## config.mk

```make
export PLATFORM = sky130hd
export DESIGN_NAME = alu_sequencer
export DESIGN_NICKNAME = d
export VERILOG_FILES = /design/src/rtl/seq_pkg.sv /design/src/rtl/alu_sequencer_regfile.sv /design/src/rtl/alu_sequencer.sv
export SDC_FILE = /design/constraint.sdc
export NUM_CORES = 1
export LEC_CHECK = 0
export BUFFER_PORTS_ARGS = -buffer_cell sky130_fd_sc_hd__buf_2
export CAP_MARGIN = 30
export CORE_ASPECT_RATIO = 0.9
export CORE_MARGIN = 3
export CORE_UTILIZATION = 45
export CTS_CLUSTER_DIAMETER = 40
export CTS_CLUSTER_SIZE = 8
export DETAILED_ROUTE_END_ITERATION = 12
export GPL_TIMING_DRIVEN = 0
export PLACE_DENSITY = 0.65
export SETUP_SLACK_MARGIN = 0.2
export SLEW_MARGIN = 20
export SYNTH_ARGS = -nofsm -noshare
export SYNTH_HDL_FRONTEND = slang
export SYNTH_SLANG_ARGS = --single-unit
```

## constraint.sdc

```tcl
create_clock -name clk -period 1.91 [get_ports clk]
set_clock_uncertainty 0.1 [all_clocks]
set_input_delay 0.191 -clock clk [delete_from_list [all_inputs] [get_ports clk]]
set_output_delay 0.191 -clock clk [all_outputs]
set_load 0.02 [all_outputs]
```

## src/rtl/seq_pkg.sv

```systemverilog
// -----------------------------------------------------------------------------
// seq_pkg
// Shared definitions for the ALU sequencer and the external 8-bit ALU:
//   - ALU opcode constants (0 = control / ALU idle, 1..7 = ALU operations)
//   - 16-bit instruction field bit positions
//   - sequencer state encoding
// -----------------------------------------------------------------------------
package seq_pkg;

    // ALU opcodes; OP_CTRL doubles as "ALU idle" on the alu_inst bus
    localparam logic [2:0] OP_CTRL = 3'd0;
    localparam logic [2:0] OP_ADD  = 3'd1;
    localparam logic [2:0] OP_SUB  = 3'd2;
    localparam logic [2:0] OP_AND  = 3'd3;
    localparam logic [2:0] OP_OR   = 3'd4;
    localparam logic [2:0] OP_XOR  = 3'd5;
    localparam logic [2:0] OP_NOT  = 3'd6;
    localparam logic [2:0] OP_SHL  = 3'd7;

    // Instruction layout: [15:13] op, [12:11] rd, [10:9] rs, [8] imm_sel, [7:0] imm
    localparam int unsigned OP_HI   = 15;
    localparam int unsigned OP_LO   = 13;
    localparam int unsigned RD_HI   = 12;
    localparam int unsigned RD_LO   = 11;
    localparam int unsigned RS_HI   = 10;
    localparam int unsigned RS_LO   = 9;
    localparam int unsigned SEL_BIT = 8;
    localparam int unsigned IMM_HI  = 7;
    localparam int unsigned IMM_LO  = 0;

    typedef enum logic [2:0] {
        ST_FETCH = 3'd0,
        ST_WAIT  = 3'd1,
        ST_EXEC  = 3'd2,
        ST_WB    = 3'd3,
        ST_HLT   = 3'd4
    } seq_state_e;

endpackage

```

## src/rtl/alu_sequencer_regfile.sv

```systemverilog
// -----------------------------------------------------------------------------
// regfile_4x8
// Four 8-bit registers: two asynchronous read ports (a, b), one asynchronous
// debug read port, one synchronous write port. Synchronous active-high reset
// clears every register.
//   clk, rst          clock / synchronous reset
//   raddr_a, raddr_b  read addresses, rdata_a / rdata_b combinational
//   dbg_sel           debug read address, dbg_data combinational
//   we, waddr, wdata  write port, applied on the rising edge
// -----------------------------------------------------------------------------
module regfile_4x8 (
    input  logic       clk,
    input  logic       rst,
    input  logic [1:0] raddr_a,
    input  logic [1:0] raddr_b,
    input  logic [1:0] dbg_sel,
    input  logic       we,
    input  logic [1:0] waddr,
    input  logic [7:0] wdata,
    output logic [7:0] rdata_a,
    output logic [7:0] rdata_b,
    output logic [7:0] dbg_data
);

    logic [7:0] regs_q [4];
    logic [7:0] regs_d [4];

    always_comb begin
        regs_d = regs_q;
        if (we) begin
            regs_d[waddr] = wdata;
        end
    end

    always_ff @(posedge clk) begin
        if (rst) begin
            regs_q <= '{default: '0};
        end else begin
            regs_q <= regs_d;
        end
    end

    assign rdata_a  = regs_q[raddr_a];
    assign rdata_b  = regs_q[raddr_b];
    assign dbg_data = regs_q[dbg_sel];

endmodule

```

## src/rtl/alu_sequencer.sv

```systemverilog
// -----------------------------------------------------------------------------
// alu_sequencer
// Multi-cycle FETCH / WAIT / EXEC / WB controller in front of an external
// combinational 8-bit ALU. Fetches 16-bit instructions, holds a 4x8 register
// file, drives the ALU opcode/operands during EXEC and writes the sampled
// result back in WB, keeping a zero flag. HALT parks the sequencer until rst.
//   clk, rst                     clock / synchronous active-high reset
//   run                          enables instruction fetch
//   imem_rd_en, imem_addr        one-cycle read strobe, address = pc
//   imem_data, imem_valid        returned instruction word + strobe
//   alu_inst, alu_op1, alu_op2   ALU opcode (0 = idle) and operands
//   alu_sol                      ALU result
//   dbg_sel, dbg_data            register read-back
//   zero, halted, pc             status
// -----------------------------------------------------------------------------
module alu_sequencer
    import seq_pkg::*;
#(
    parameter int unsigned     PC_W    = 8,
    parameter logic [PC_W-1:0] INIT_PC = '0
) (
    input  logic            clk,
    input  logic            rst,
    input  logic            run,
    output logic            imem_rd_en,
    output logic [PC_W-1:0] imem_addr,
    input  logic [15:0]     imem_data,
    input  logic            imem_valid,
    output logic [2:0]      alu_inst,
    output logic [7:0]      alu_op1,
    output logic [7:0]      alu_op2,
    input  logic [7:0]      alu_sol,
    input  logic [1:0]      dbg_sel,
    output logic [7:0]      dbg_data,
    output logic            zero,
    output logic            halted,
    output logic [PC_W-1:0] pc
);

    seq_state_e      state_q, state_d;
    logic [PC_W-1:0] pc_q, pc_d;
    logic [15:0]     ir_q, ir_d;
    logic [7:0]      result_q, result_d;
    logic            zero_q, zero_d;
    logic            halted_q, halted_d;

    logic [2:0] op;
    logic [1:0] rd, rs;
    logic       imm_sel;
    logic [7:0] imm;
    logic       is_halt;
    logic [7:0] rd_data, rs_data;
    logic       rf_we;

    assign op      = ir_q[OP_HI:OP_LO];
    assign rd      = ir_q[RD_HI:RD_LO];
    assign rs      = ir_q[RS_HI:RS_LO];
    assign imm_sel = ir_q[SEL_BIT];
    assign imm     = ir_q[IMM_HI:IMM_LO];
    assign is_halt = (op == OP_CTRL) && imm_sel;

    regfile_4x8 u_regfile (
        .clk     (clk),
        .rst     (rst),
        .raddr_a (rd),
        .raddr_b (rs),
        .dbg_sel (dbg_sel),
        .we      (rf_we),
        .waddr   (rd),
        .wdata   (result_q),
        .rdata_a (rd_data),
        .rdata_b (rs_data),
        .dbg_data(dbg_data)
    );

    always_comb begin
        state_d    = state_q;
        pc_d       = pc_q;
        ir_d       = ir_q;
        result_d   = result_q;
        zero_d     = zero_q;
        halted_d   = halted_q;
        imem_rd_en = 1'b0;
        alu_inst   = OP_CTRL;
        alu_op1    = '0;
        alu_op2    = '0;
        rf_we      = 1'b0;

        // Outputs are forced to their reset values while rst is high, so a
        // reset landing in FETCH/EXEC never leaks a strobe or an ALU opcode.
        if (!rst) begin
            unique case (state_q)
                ST_FETCH: begin
                    if (run && !halted_q) begin
                        imem_rd_en = 1'b1;
                        state_d    = ST_WAIT;
                    end
                end
                ST_WAIT: begin
                    if (imem_valid) begin
                        ir_d    = imem_data;
                        state_d = ST_EXEC;
                    end
                end
                ST_EXEC: begin
                    if (op != OP_CTRL) begin
                        alu_inst = op;
                        alu_op1  = rd_data;
                        alu_op2  = imm_sel ? imm : rs_data;
                        result_d = alu_sol;
                    end else begin
                        result_d = imm;
                    end
                    state_d = ST_WB;
                end
                ST_WB: begin
                    if (is_halt) begin
                        halted_d = 1'b1;
                        state_d  = ST_HLT;
                    end else begin
                        rf_we   = 1'b1;
                        zero_d  = (result_q == 8'h00);
                        pc_d    = pc_q + PC_W'(1);
                        state_d = ST_FETCH;
                    end
                end
                ST_HLT: begin
                end
                default: state_d = ST_FETCH;
            endcase
        end
    end

    always_ff @(posedge clk) begin
        if (rst) begin
            state_q  <= ST_FETCH;
            pc_q     <= INIT_PC;
            ir_q     <= '0;
            result_q <= '0;
            zero_q   <= 1'b0;
            halted_q <= 1'b0;
        end else begin
            state_q  <= state_d;
            pc_q     <= pc_d;
            ir_q     <= ir_d;
            result_q <= result_d;
            zero_q   <= zero_d;
            halted_q <= halted_d;
        end
    end

    assign imem_addr = pc_q;
    assign pc        = pc_q;
    assign zero      = zero_q;
    assign halted    = halted_q;

endmodule

```

Yosys cells after proc, flatten, opt, wreduce, memory -nomap -nowiden. Cells that the tools add are included.

Add/sub/neg operators: 1. Multipliers: 0. Div/mod/pow operators: 0. $lt $le $gt $ge: 4. Equal/unequal tests: 6. Shift operators: 0. Muxes and demuxes: 33. Bitwise logic cells: 5. Reduce and logical (&&, ||, !) cells: 12.

Operators by type and width (count): $mux W8 (15); $bmux W8 S2 (3); $bwmux W32 (1); $mux W3 (6); $demux W8 S2 (1); $pmux W3 S5 (1); $ge A3 B3 Y1 const B (3); $not A2 Y3 (3); $add A8 B1 Y8 const B (1); $logic_not A8 Y1 (1); $eq A3 B2 Y1 const B (2); $logic_not A3 Y1 (2); $mux W1 (6); $reduce_and A2 Y1 (3); $ne A2 B2 Y1 const B (2); $eq A3 B1 Y1 const B (1); $eq A3 B3 Y1 const B (1); $logic_and A1 B1 Y1 (3); $lt A3 B1 Y1 const B (1); $reduce_and A3 Y1 (1); $reduce_bool A3 Y1 (1); $not A1 Y1 (2); $logic_not A1 Y1 (1).

Register bits after elaboration: 69. Latch bits: 0. Bits in writable memories: 0. Bits in read-only memories: 0. Input bits: 30. Output and inout bits: 46. Logic and storage cells: 71. Memories: 0.

Logic depth before layout (Yosys ltp).
Depth after elaboration: 8. Depth in mapped cells: 6. Mapped depth without buffers: 4.

Cells and area by module. A second synthesis with hierarchy kept.

Cell total of the unflattened synthesis: 371. Area, all modules: 3727.3 µm².

Modules (own cells, without submodules): alu_sequencer (instances 1, cells each 225, area an instance 1871.8 µm², seq. area each 740.7 µm²); regfile_4x8 (instances 1, cells each 146, area an instance 1855.5 µm², seq. area each 640.6 µm²).

Worst setup path before layout. OpenSTA, ideal clock, no wires.

Kind: register to output. Start point: register state_q[0]. End point: output alu_op2[6]. Data arrival time: 1.662 ns. Required time: 1.619 ns. Path slack: -0.043 ns. Stages on the path, launching flop included: 6. Buffers on the path: 2. Path through: dfxtp_1 buf_4 nor4b_4 nand2b_1 buf_2 a211oi_1.

Word-level cells in the longest chain between the ends: 3.

Ends and longest elaborated chain: start: declaration (RTL line alu_sequencer.sv:40) `seq_state_e state_q, state_d;`; start signal: assignment (RTL line alu_sequencer.sv:143) `state_q <= state_d;`; $eq A3 B2 Y1 (RTL line alu_sequencer.sv:92) `unique case (state_q)`; $mux W8 (RTL line alu_sequencer.sv:92); $mux W8 (RTL line alu_sequencer.sv:91) `if (!rst) begin`; end: declaration (RTL line alu_sequencer.sv:31) `output logic [7:0] alu_op2,`.

No other way between the ends.

Worst setup path in the final report.
Start point: register state_q[2]. End point: output alu_op2[1].

The elaborated chain is that of the path after synthesis.

==> results.ini <==
[critical_path]
path_class = reg2out
cp_slowest_stage_delay_ns = 0.33
crit_top_cell = buf_6
required_ns = 1.62
cp_num_buf_inv = 3
cp.arrival_ns = 1.81
crit_family = simple AND/OR/NAND/NOR gates
cp-end-kind = output pin
critPathMaxFanout = 6
cp.depth = 6
slowest_stage = nor4b_4
worst_setup_path_start_kind = register
crit_chain = buf_6 -> nor4b_4 -> nand2b_4 -> buf_12 -> a211oi_4 -> buf_6
ff2ff_path_depth = 6

[floorplan]
coreArea_sq_mm = 0.008145
die_x_um = 102.8
io_pins = 76
die_y_um = 93.16
dieArea_sq_mm = 0.009581
start_util_pct = 46.64
rows = 31

[route]
num_vias = 3292
drt_iter0_markers = 147
drc = 0
wirelength_mm = 11.15
viasPerCell = 5.414
wl_per_cell_um = 18.35
drt.antenna.violating_nets = 0
drt_first_pass_iters = 4

[sta]
finalSetupViolCount = 16
min_period_ns = 2.100
rsz0062_at_grt = true
fmaxAchievable_mhz = 476.1
final.period_utilization_pct = 110.0
worst_pin_slew_ns = 0.5371
finalHoldViolations = 0
hold_ws_ns = 0.0005436
worst_slack_ns = -0.1902
slew_headroom_pct = 64.19
slew_viol_final = 0

[global_route]
overflow = 0
grt_max_degree = 13
first_global_vias = 3237
grt_pass1_wl_mm = 16.96
track_usage_pct = 23.39
antenna_found_initial = 0

[clock_tree]
clockBufferDepth = 2
htree_levels = 3
clk_latency_ns = 0.35
tritoncts = built
cts_made_buffers = 9
path_clk_slew_ns = 0.07
cts_root_buf = clkbuf_8
clock-sinks = 69

[run_status]
failed_checks = negative setup slack
outcome = complete, but fails checks

[layout]
drive_gt1_share_pct = 42.04
area_growth_pct = 40.65
design_area_sq_mm = 0.005343
finalNetCount = 535
diodes = 0

[synth]
synth_enable_flop_cells = 0
syn-mean-instance-area_sq_um = 9.892
yosys_warnings = 0
synthFlopType = dfxtp_1
syn-num-nets = 415
synth-async-reset-ratio_pct = 0
ys_ff_latch = 69
synthDistinctLibCells = 44
mappedNetlistArea_sq_mm = 0.003799
synthCells = 384
seq_area_frac_synth_pct = 36.36

[place]
gp_congestion = 0.8273
portBuffers = 72
dp_slack_ns = -0.3488
placed_area_sq_mm = 0.004338
dp_hpwl_mm = 7.230

[power]
ir_drop_uv = 435.9
leakage_nw = 2.097
power_mw = 3.253
p_per_area_mw_per_mm2 = 608.8

[min_path]
hold_path.class = in2reg
whs_path_depth = 3

[job]
max_cap_violations = 0

## cells in the final DEF, fill, tap and decap left out, types with 8 or more instances in the layout
cell type and instances:
buf_4 37, buf_6 23, dlygate4sd3_1 12, mux2_2 9, buf_2 55, nand2_1 36
mux2i_1 46, dfxtp_1 64, clkbuf_1 8, nand2b_1 41, nor2b_1 11, nor2_1 16
a21oi_1 21, mux4_2 16, clkbuf_8 9
## where the power goes
part	internal [mW]	total, mW	switching [mW]	leakage, nW
clock network	0.736	1.33	0.589	0.110
logic	0.213	0.432	0.219	1.43
registers	1.47	1.50	0.0290	0.560
total	2.41	3.25	0.838	2.10
## state kept, by name, indices dropped and copies added, names as in the netlist
signal / cells
result_q: 8
zero: 1
ir_q: 16
imem_addr: 8
state_q: 3
halted: 1
u_regfile.regs_q: 32
## layer usage
layer / global-route usage, % / wire [um] / vias up
li1: - / - / 1608
met1: 31.14 / 4819 / 1578
met2: 37.63 / 5507 / 89
met3: 5.593 / 602 / 17
met4: 7.012 / 224 / 0
met5: 0 / 0 / -
## what timing repair did
| item | CTS | global route |
|---|---|---|
| gates resized for setup | 88 | 32 |
| buffers inserted | 11 | 11 |
| pin swaps | 14 | 11 |
| endpoints found under the setup margin | 70 | 65 |
| hold buffers | 12 | 0 |
| hold endpoints to repair | 12 | 0 |
| gates cloned | 1 | 1 |
## synth_stat cells, drive strengths merged, types with 8 or more instances
| library cell | number | area, sq um |
|---|---|---|
| nor2 | 17 | 63.81 |
| a21oi | 22 | 110.1 |
| a211oi | 16 | 120.1 |
| mux2i | 48 | 480.5 |
| nor2b | 13 | 81.33 |
| mux2 | 13 | 153.9 |
| buf | 28 | 175.2 |
| dfxtp | 69 | 1381 |
| clkbuf | 11 | 42.54 |
| o22ai | 8 | 50.05 |
| nand2b | 42 | 262.8 |
| mux4 | 16 | 360.4 |
| nand2 | 36 | 135.1 |
## final timing paths
path / start / end / slack, ns
setup / recovery: state_q[2]$_SDFFE_PP0P_ / alu_op2[1] / -0.19
hold reg to reg: ir_q[7]$_SDFFE_PP0P_ / ir_q[7]$_SDFFE_PP0P_ / 0.39
setup reg to reg: state_q[2]$_SDFFE_PP0P_ / u_regfile.regs_q[30]$_SDFFE_PP0P_ / 0.12
hold / removal: imem_data[4] / ir_q[4]$_SDFFE_PP0P_ / 0.0005
## cells by family after synthesis
family | Yosys count | share of synthesized area, %
simple gates | 142 | 22.43
mux | 77 | 26.19
flops | 69 | 36.36
compound gates | 54 | 8.762
buf+inv | 41 | 5.929
fa+ha+maj | 1 | 0.3293
## cell type report
type	instances	area, sq um
sequential	69	1390
fill	660	2803
clock buffer	10	127.6
tap	99	123.9
inverter	2	7.507
buffer	39	326.6
multi-input combinational	274	2431
timing repair buffer	109	848.3
clock inverter	6	87.58
## worst register-to-register path: cells and delay by family, from the launching register on
family,cells,cell delay [ns]
buffers and inverters,3,0.44
flip-flops,1,0.32
multiplexers,1,0.11
AND/OR/NAND/NOR,2,0.71
## per-stage QoR
step,std cells,utilization (%),TNS [ns]
after floorplan,384,-,0
after global placement,555,53.16,-3.380
after detailed placement,556,53.26,-3.466
after CTS,596,62.73,-2.291
after global routing,608,65.59,-3.740
final,608,65.59,-1.984
Power figures use the tool's default switching activity.
